<file path="config.mk">
export PLATFORM = sky130hd
export DESIGN_NAME = block_transfer_ctrl
export DESIGN_NICKNAME = d
export VERILOG_FILES = /design/src/rtl/block_transfer_ctrl.sv
export SDC_FILE = /design/constraint.sdc
export NUM_CORES = 1
export LEC_CHECK = 0
export BUFFER_PORTS_ARGS = -buffer_cell sky130_fd_sc_hd__buf_2
export CORE_MARGIN = 1
export CORE_UTILIZATION = 49
export CTS_CLUSTER_DIAMETER = 80
export CTS_CLUSTER_SIZE = 16
export DETAILED_ROUTE_END_ITERATION = 16
export GPL_ROUTABILITY_DRIVEN = 1
export HOLD_SLACK_MARGIN = 0.08
export PLACE_DENSITY = 0.74
export SYNTH_ARGS = -nofsm -noshare
export SYNTH_HDL_FRONTEND = slang
export SYNTH_SLANG_ARGS = --single-unit
</file>
<file path="constraint.sdc">
create_clock -name clk -period 6.34 [get_ports clk]
set_clock_uncertainty 0.1 [all_clocks]
set_input_delay 0.317 -clock clk [delete_from_list [all_inputs] [get_ports clk]]
set_output_delay 0.317 -clock clk [all_outputs]
set_load 0.01 [all_outputs]
</file>
<file path="src/rtl/block_transfer_ctrl.sv">
// LDM/STM block transfer sequencer: walks a register list one memory beat per
// accepted req/ready handshake, then optionally writes back the updated base.
module block_transfer_ctrl #(
  parameter int WORD_SIZE  = 32,
  parameter int NUM_REGS   = 16,
  parameter int ADDR_WIDTH = 4
) (
  input  logic                  clk,
  input  logic                  reset,
  input  logic                  start,
  input  logic                  is_load,
  input  logic                  up,
  input  logic                  pre,
  input  logic                  writeback,
  input  logic [ADDR_WIDTH-1:0] base_idx,
  input  logic [WORD_SIZE-1:0]  base_val,
  input  logic [NUM_REGS-1:0]   reg_list,
  output logic                  mem_req,
  output logic                  mem_we,
  output logic [WORD_SIZE-1:0]  mem_addr,
  output logic [WORD_SIZE-1:0]  mem_wdata,
  input  logic                  mem_ready,
  input  logic [WORD_SIZE-1:0]  mem_rdata,
  output logic [ADDR_WIDTH-1:0] rf_read_addr,
  input  logic [WORD_SIZE-1:0]  rf_read_data,
  output logic                  rf_we,
  output logic [ADDR_WIDTH-1:0] rf_write_addr,
  output logic [WORD_SIZE-1:0]  rf_wdata,
  output logic                  pc_we,
  output logic [WORD_SIZE-1:0]  pc_wdata,
  output logic                  busy,
  output logic                  done
);

  localparam int CW = $clog2(NUM_REGS + 1);
  localparam logic [ADDR_WIDTH-1:0] PC_IDX = ADDR_WIDTH'(NUM_REGS - 1);

  typedef enum logic [1:0] {IDLE = 2'd0, XFER = 2'd1, WB = 2'd2} state_t;

  state_t                state_q;
  logic                  is_load_q;
  logic                  wb_q;
  logic [ADDR_WIDTH-1:0] base_idx_q;
  logic [WORD_SIZE-1:0]  final_base_q;
  logic [NUM_REGS-1:0]   list_q;
  logic [WORD_SIZE-1:0]  addr_q;

  logic [CW-1:0]         n_s;
  logic [WORD_SIZE-1:0]  span_s;
  logic [WORD_SIZE-1:0]  start_addr_s;
  logic [ADDR_WIDTH-1:0] cur_s;
  logic [NUM_REGS-1:0]   list_d;
  logic                  xfer_s;
  logic                  load_acc_s;

  // Popcount of the incoming list and the derived start address.
  always_comb begin
    n_s = '0;
    for (int i = 0; i < NUM_REGS; i++) begin
      n_s = n_s + CW'(reg_list[i]);
    end
    span_s = WORD_SIZE'(n_s) << 2;
    case ({up, pre})
      2'b10:   start_addr_s = base_val;
      2'b11:   start_addr_s = base_val + WORD_SIZE'(4);
      2'b00:   start_addr_s = base_val - span_s + WORD_SIZE'(4);
      2'b01:   start_addr_s = base_val - span_s;
      default: start_addr_s = base_val;
    endcase
  end

  // Lowest remaining register; clearing the lowest set bit gives the next list.
  always_comb begin
    cur_s = '0;
    for (int i = NUM_REGS - 1; i >= 0; i--) begin
      if (list_q[i]) begin
        cur_s = ADDR_WIDTH'(i);
      end else begin
        cur_s = cur_s;
      end
    end
    list_d = list_q & (list_q - NUM_REGS'(1));
  end

  // Sequencer state and latched transfer fields.
  always_ff @(posedge clk) begin
    if (reset) begin
      state_q      <= IDLE;
      is_load_q    <= 1'b0;
      wb_q         <= 1'b0;
      base_idx_q   <= '0;
      final_base_q <= '0;
      list_q       <= '0;
      addr_q       <= '0;
    end else begin
      case (state_q)
        IDLE: begin
          if (start) begin
            is_load_q    <= is_load;
            base_idx_q   <= base_idx;
            final_base_q <= up ? (base_val + span_s) : (base_val - span_s);
            list_q       <= reg_list;
            addr_q       <= start_addr_s;
            // A load that reloads the base keeps the loaded value.
            wb_q         <= writeback && (n_s != '0) && !(is_load && reg_list[base_idx]);
            state_q      <= (n_s == '0) ? WB : XFER;
          end
        end
        XFER: begin
          if (mem_ready) begin
            list_q <= list_d;
            addr_q <= addr_q + WORD_SIZE'(4);
            if (list_d == '0) begin
              state_q <= WB;
            end
          end
        end
        WB:      state_q <= IDLE;
        default: state_q <= IDLE;
      endcase
    end
  end

  assign xfer_s     = (state_q == XFER);
  assign load_acc_s = xfer_s && is_load_q && mem_ready;

  // Output decode from state; load writes fire in the accepting cycle.
  always_comb begin
    mem_req       = xfer_s;
    mem_we        = xfer_s && !is_load_q;
    mem_addr      = xfer_s ? addr_q : '0;
    rf_read_addr  = (xfer_s && !is_load_q) ? cur_s : '0;
    mem_wdata     = (xfer_s && !is_load_q) ? rf_read_data : '0;
    busy          = (state_q != IDLE);
    done          = (state_q == WB);
    rf_we         = 1'b0;
    rf_write_addr = '0;
    rf_wdata      = '0;
    pc_we         = 1'b0;
    pc_wdata      = '0;
    if (load_acc_s && (cur_s == PC_IDX)) begin
      pc_we    = 1'b1;
      pc_wdata = mem_rdata;
    end else if (load_acc_s) begin
      rf_we         = 1'b1;
      rf_write_addr = cur_s;
      rf_wdata      = mem_rdata;
    end else if ((state_q == WB) && wb_q) begin
      rf_we         = 1'b1;
      rf_write_addr = base_idx_q;
      rf_wdata      = final_base_q;
    end else begin
      rf_we = 1'b0;
    end
  end

endmodule

</file>
# Word level (Yosys, flattened, before mapping)
# Index checks and enable logic that the tools add are counted.
[word_totals]
register_bits = 88
in_bits = 124
output_inout_bits = 142
word_cells = 104
[op_classes]
addsub = 21
magnitude_cmp = 1
eq_ne = 9
mux = 45
n_bitwise = 1
n_reduce_logical = 20
[ops]
columns = ["operator", "n"]
rows = [
  ["two-way mux 32 bit", 9],
  ["one-hot mux 32 bit (4 select lines)", 1],
  ["adder 32 x 3 -> 32 bit (second input constant)", 3],
  ["two-way mux 4 bit", 20],
  ["one-hot mux 32 bit (2 select lines)", 1],
  ["adder 5 x 1 -> 5 bit", 11],
  ["adder 32 x 7 -> 32 bit", 1],
  ["two-way mux 16 bit", 2],
  ["one-hot mux 16 bit (2 select lines)", 1],
  ["subtractor 32 x 7 -> 32 bit", 1],
  ["AND 16 bit", 1],
  ["zero test 16 bit", 1],
  ["subtractor 16 x 1 -> 16 bit (second input constant)", 1],
  ["logical AND 1 bit", 8],
  ["two-way mux 2 bit", 4],
  ["equality test 2 bit (second input constant)", 3],
  ["AND reduction 3 bit", 2],
  ["adder 4 x 1 -> 5 bit", 1],
  ["zero test 5 bit", 1],
  ["less-than comparator 4 x 5 -> 1 bit (second input constant)", 1],
  ["two-way mux 1 bit", 5],
  ["nonzero test 5 bit", 1],
  ["adder 3 x 1 -> 4 bit", 1],
  ["binary-select mux 1 bit (select 4 bit)", 1],
  ["other kinds (11)", 16],
]

# Longest topological paths before layout
[depth]
word_depth = 20
depth_mapped = 25
mapped_depth_nobuf = 24

# Worst setup path after synthesis
# No wires, ideal clock.
[synth_timing]
path_kind = "input-to-reg"
startpoint = "input port reg_list[5]"
endpoint = "register addr_q[26]"
arrival_ps = 6026
setup_slack_ps = 98
path_stages = 23
path_cell_list = "inv_1 fa_1 inv_1 fa_1 inv_1 fa_1 fa_1 inv_1 ha_1 a21o_1 a21oi_1 xor2_1 inv_1 ha_1 and2b_4 a211oi_2 or4_4 a222oi_1 nand3_2 a211oi_2 nand3b_1 xor2_1 a41o_1"
[synth_between]
elab_chain_len = 16
[synth_lines]
columns = ["item", "line_no", "rtl"]
rows = [
  ["start: declaration", "17", "input logic [NUM_REGS-1:0] reg_list,"],
  ["adder 5 x 1 -> 5 bit * (11 in a row)", "60", "n_s = n_s + CW'(reg_list[i]);"],
  ["subtractor 32 x 7 -> 32 bit *", "66, 67", ""],
  ["adder 32 x 3 -> 32 bit", "66", "2'b00: start_addr_s = base_val - span_s + WORD_SIZE'(4);"],
  ["one-hot mux 32 bit (4 select lines) *", "63", "case ({up, pre})"],
  ["two-way mux 32 bit *", "98", "if (start) begin"],
  ["one-hot mux 32 bit (2 select lines) *", "96", "case (state_q)"],
  ["end signal: assignment", "103", "addr_q <= start_addr_s;"],
  ["end signal: assignment", "112", "addr_q <= addr_q + WORD_SIZE'(4);"],
  ["end: declaration", "46", "logic [WORD_SIZE-1:0] addr_q;"],
]
# Every way passes the cells marked *; elsewhere a longest branch is shown, timed or not. The select of a mux whose other input is x is not followed.
# A chain may end at the register's enable or synchronous reset.

# Worst setup path in the final report
[layout_timing]
startpoint = "input port reg_list[15]"
endpoint = "register addr_q[31]"
[layout_between]
elab_chain_len = 6
[layout_lines]
columns = ["item", "line_no"]
rows = [
  ["adder 5 x 1 -> 5 bit *", "60"],
  ["subtractor 32 x 7 -> 32 bit *", "66, 67"],
  ["adder 32 x 3 -> 32 bit", "66"],
  ["one-hot mux 32 bit (4 select lines) *", "63"],
  ["two-way mux 32 bit *", "98"],
  ["one-hot mux 32 bit (2 select lines) *", "96"],
]
# Marks and branches as above.

==> results.cfg <==
[clocking]
cts_tree = done
cts_made_buffers = 9
clk_path_buf_depth = 2
clk_pin_slew_ns = 0.08
cts.sinks = 88
cts_root_buf = clkbuf_16
hold_buffers = 0
clock_latency_ns = 0.36
htree_levels = 3

[global_route]
grt_usage_pct = 38.2
overflow = 0
antenna_found_initial = 2
grt_max_degree = 79
grt_pass1_vias = 11103
grt_pass1_wl_mm = 60.2

[sta]
period_minus_slack_ns = 6.20
slew_headroom_pct = 17.2
hold_violations = 0
finalCritPeriodShare_pct = 97.7
finalSetupViolations = 0
worst_pin_slew_ns = 1.24
tns_ns = 0
fmax_mhz = 161
rsz0062_at_grt = yes
setup_ws_ns = 0.144
maxSlewViolCount = 0

[place]
place_area_um2 = 11900
io_buffers = 265
pre_cts_ws_ns = -0.294
dp.cells = 2008
dpl.hpwl_mm = 29.9
place_congestion = 0.988

[synth]
yosys.cell_types.count = 95
synth_common_cells = nand2_1 (227), nor2_1 (153), a21oi_1 (141)
synth_most_common_cell = nand2_1
ys_seq_area_share_pct = 18.1
yosysWarnings = 0
synth_edf_count = 0
synth_fp_nets = 1607
synthFlopType = dfxtp_1
synth_top_area_cell = dfxtp_1
ys_ff_latch = 88
synth.area.top_cells = dfxtp_1 (18%), nand2_1 (8.8%), a21oi_1 (7.3%)
synth_area_per_cell_um2 = 6.70
async_flop_share_pct = 0
synth_top_area_share_pct = 18.1
syn-cell-area_um2 = 9710
syn_inst = 1450

[floorplanning]
rows = 51
die_h_um = 143
boundaryPins = 266
die_area_um2 = 20400
core_area_um2 = 19500
initial_core_util_pct = 49.9
fp.dieW_um = 143

[status]
status = completed

[setup_path]
crit_fanout = 8
endpoint_kind = flop
cp-start-kind = input pin
arrival_ns = 6.38
criticalPathCategory = input pin to flop
crit_cells = 24
path_delay_family = adder cells
path_common_cell = inv_2
max_stage_delay_ns = 0.68
cp.buffers_inverters = 7
cp_slowest_cell = or4_1
reg2reg_depth = 9
crit_chain = buf_8 > fa_1 > inv_1 > fa_1 > inv_2 > fa_1 > inv_2 > fa_2 > inv_2 > ha_4 > inv_2 > fa_2 > nor2b_2 > o21ai_2 > buf_4 > ha_4 > or4_1 > or4_1 > nor3_1 > nand2_1 > xor2_1 > nand3b_1 > or4_1 > o211ai_1
cp.required_ns = 6.52

[power_and_ir_drop]
p_sw_w = 0.00221
pwr-share-clk_pct = 13.1
power.density_nw_per_um2 = 362
switching_share_pct = 49.1
finalPower_w = 0.00450
intPower_w = 0.00229
ir_drop_mv = 0.252
leakage_nw = 5.35
power_frac_seq_pct = 20.9
combPwrFrac_pct = 66.1

[routing]
post_drt_wl_per_cell_um = 19.8
via_per_inst = 6.09
drc = 0
vias = 12361
routed_wl_mm = 40.1
dr.pass1.iters = 7
drt_iter0_markers = 1324
drtAntennaViolNets = 0

[layout]
insertedDiodeCount = 0
nets = 1916
n_fill_cell = 1872
drive_gt1_share_pct = 28.3
instances_no_fill = 2029
syn2layout_area_growth_pct = 28.2
stdcell_area_um2 = 12500

[min_path]
min_path_cells = 3
hold_path_class = input pin to flop

[job]
max-cap-violations = 0
## stage by stage
stage | util [%] | hold WS [ns]
floorplan | - | 0.332
global placement | 61.3 | 0.339
detailed placement | 61.3 | 0.345
CTS | 62.8 | 0.108
global route | 64.0 | 0.113
finish | 64.0 | 0.114
## power by group through the flow
stage | logic (W) | registers, W | clock network (W)
final | 0.00298 | 0.000939 | 0.000589
after global routing | 0.00323 | 0.000958 | 0.000607
after CTS | 0.00281 | 0.000928 | 0.000586
after detailed placement | 0.00279 | 0.000937 | 0
after global placement | 0.00274 | 0.000934 | 0
after floorplan | 0.00184 | 0.000844 | 0
## final cells by class
class | instances | area, um2 | area share (%)
multi-input cells | 1195 | 7400 | 59.4
clock buffers | 11 | 243 | 1.95
well taps | 265 | 332 | 2.66
inverters | 54 | 203 | 1.63
flip-flops and latches | 88 | 1760 | 14.1
clock inverters | 5 | 63.8 | 0.512
repair buffers | 411 | 2450 | 19.7
## worst register-to-register path, stage by stage (launching register included)
cell and delay, ns:
dfxtp_1 0.92, nand2_1 0.24, a21oi_2 0.42, buf_4 0.48, nand2_1 0.32, nor3_1 0.24, a21oi_1 0.12, o21a_1 0.15
a221oi_2 0.20, buf_4 0.14
## final timing paths
path | startpoint | endpoint | slack (ns)
setup / recovery | reg_list[15] | addr_q[31] | 0.14
setup reg to reg | state_q[0] | addr_q[21] | 2.95
hold / removal | base_idx[3] | base_idx_q[3] | 0.11
hold reg to reg | addr_q[0] | addr_q[0] | 0.35
## kinds of logic after synthesis
| kind of cell | synth area share (%) |
|---|---|
| compound gates | 26.6 |
| xor+xnor | 6.48 |
| fa+ha+maj | 5.49 |
| buf+inv | 7.52 |
| flops | 18.1 |
| mux | 1.88 |
| simple gates | 33.9 |
## placed cells by master (no fill, tap or decap), types with 6 or more instances in the layout
cell / Yosys / layout
a211oi_1: 18 / 18
a21o_1: 12 / 12
a21oi_1: 141 / 138
a221oi_1: 7 / 6
a22oi_1: 10 / 10
a31oi_1: 24 / 24
and2_1: 71 / 70
and3_1: 16 / 16
buf_2: 7 / 263
buf_4: 4 / 143
clkbuf_16: 0 / 9
dfxtp_1: 88 / 88
fa_1: 12 / 8
ha_1: 21 / 16
inv_1: 53 / 45
inv_2: 0 / 7
mux2i_1: 7 / 7
nand2_1: 227 / 227
nand2b_1: 16 / 15
nand3_1: 48 / 47
nand3b_1: 10 / 10
nand4_1: 13 / 13
nor2_1: 153 / 151
nor3_1: 45 / 45
nor4_1: 18 / 17
o21a_1: 7 / 7
o21ai_0: 82 / 81
o221ai_1: 9 / 9
o22ai_1: 12 / 12
o31ai_1: 7 / 7
or2_2: 6 / 6
or3_1: 10 / 10
xnor2_1: 45 / 44
xor2_1: 25 / 25
## sequential cells by signal (all words and copies together), names as in the netlist
signal / flops
addr_q: 32
final_base_q: 32
list_q: 16
base_idx_q: 4
state_q: 2
is_load_q: 1
wb_q: 1
## layer usage
layer | track usage, % | vias to the layer above | wire [um]
met1 | 48.2 | 5746 | 16100
met5 | 0 | - | 9
met4 | 22.2 | 2 | 2180
met3 | 5.13 | 132 | 3450
met2 | 62.3 | 729 | 18400
li1 | - | 5752 | -
## timing repair
item / CTS / global route
resized for setup: 0 / 45
setup buffers: 0 / 5
endpoints found under the setup margin: 0 / 19
No activity file was read; power rests on OpenSTA's default activity.
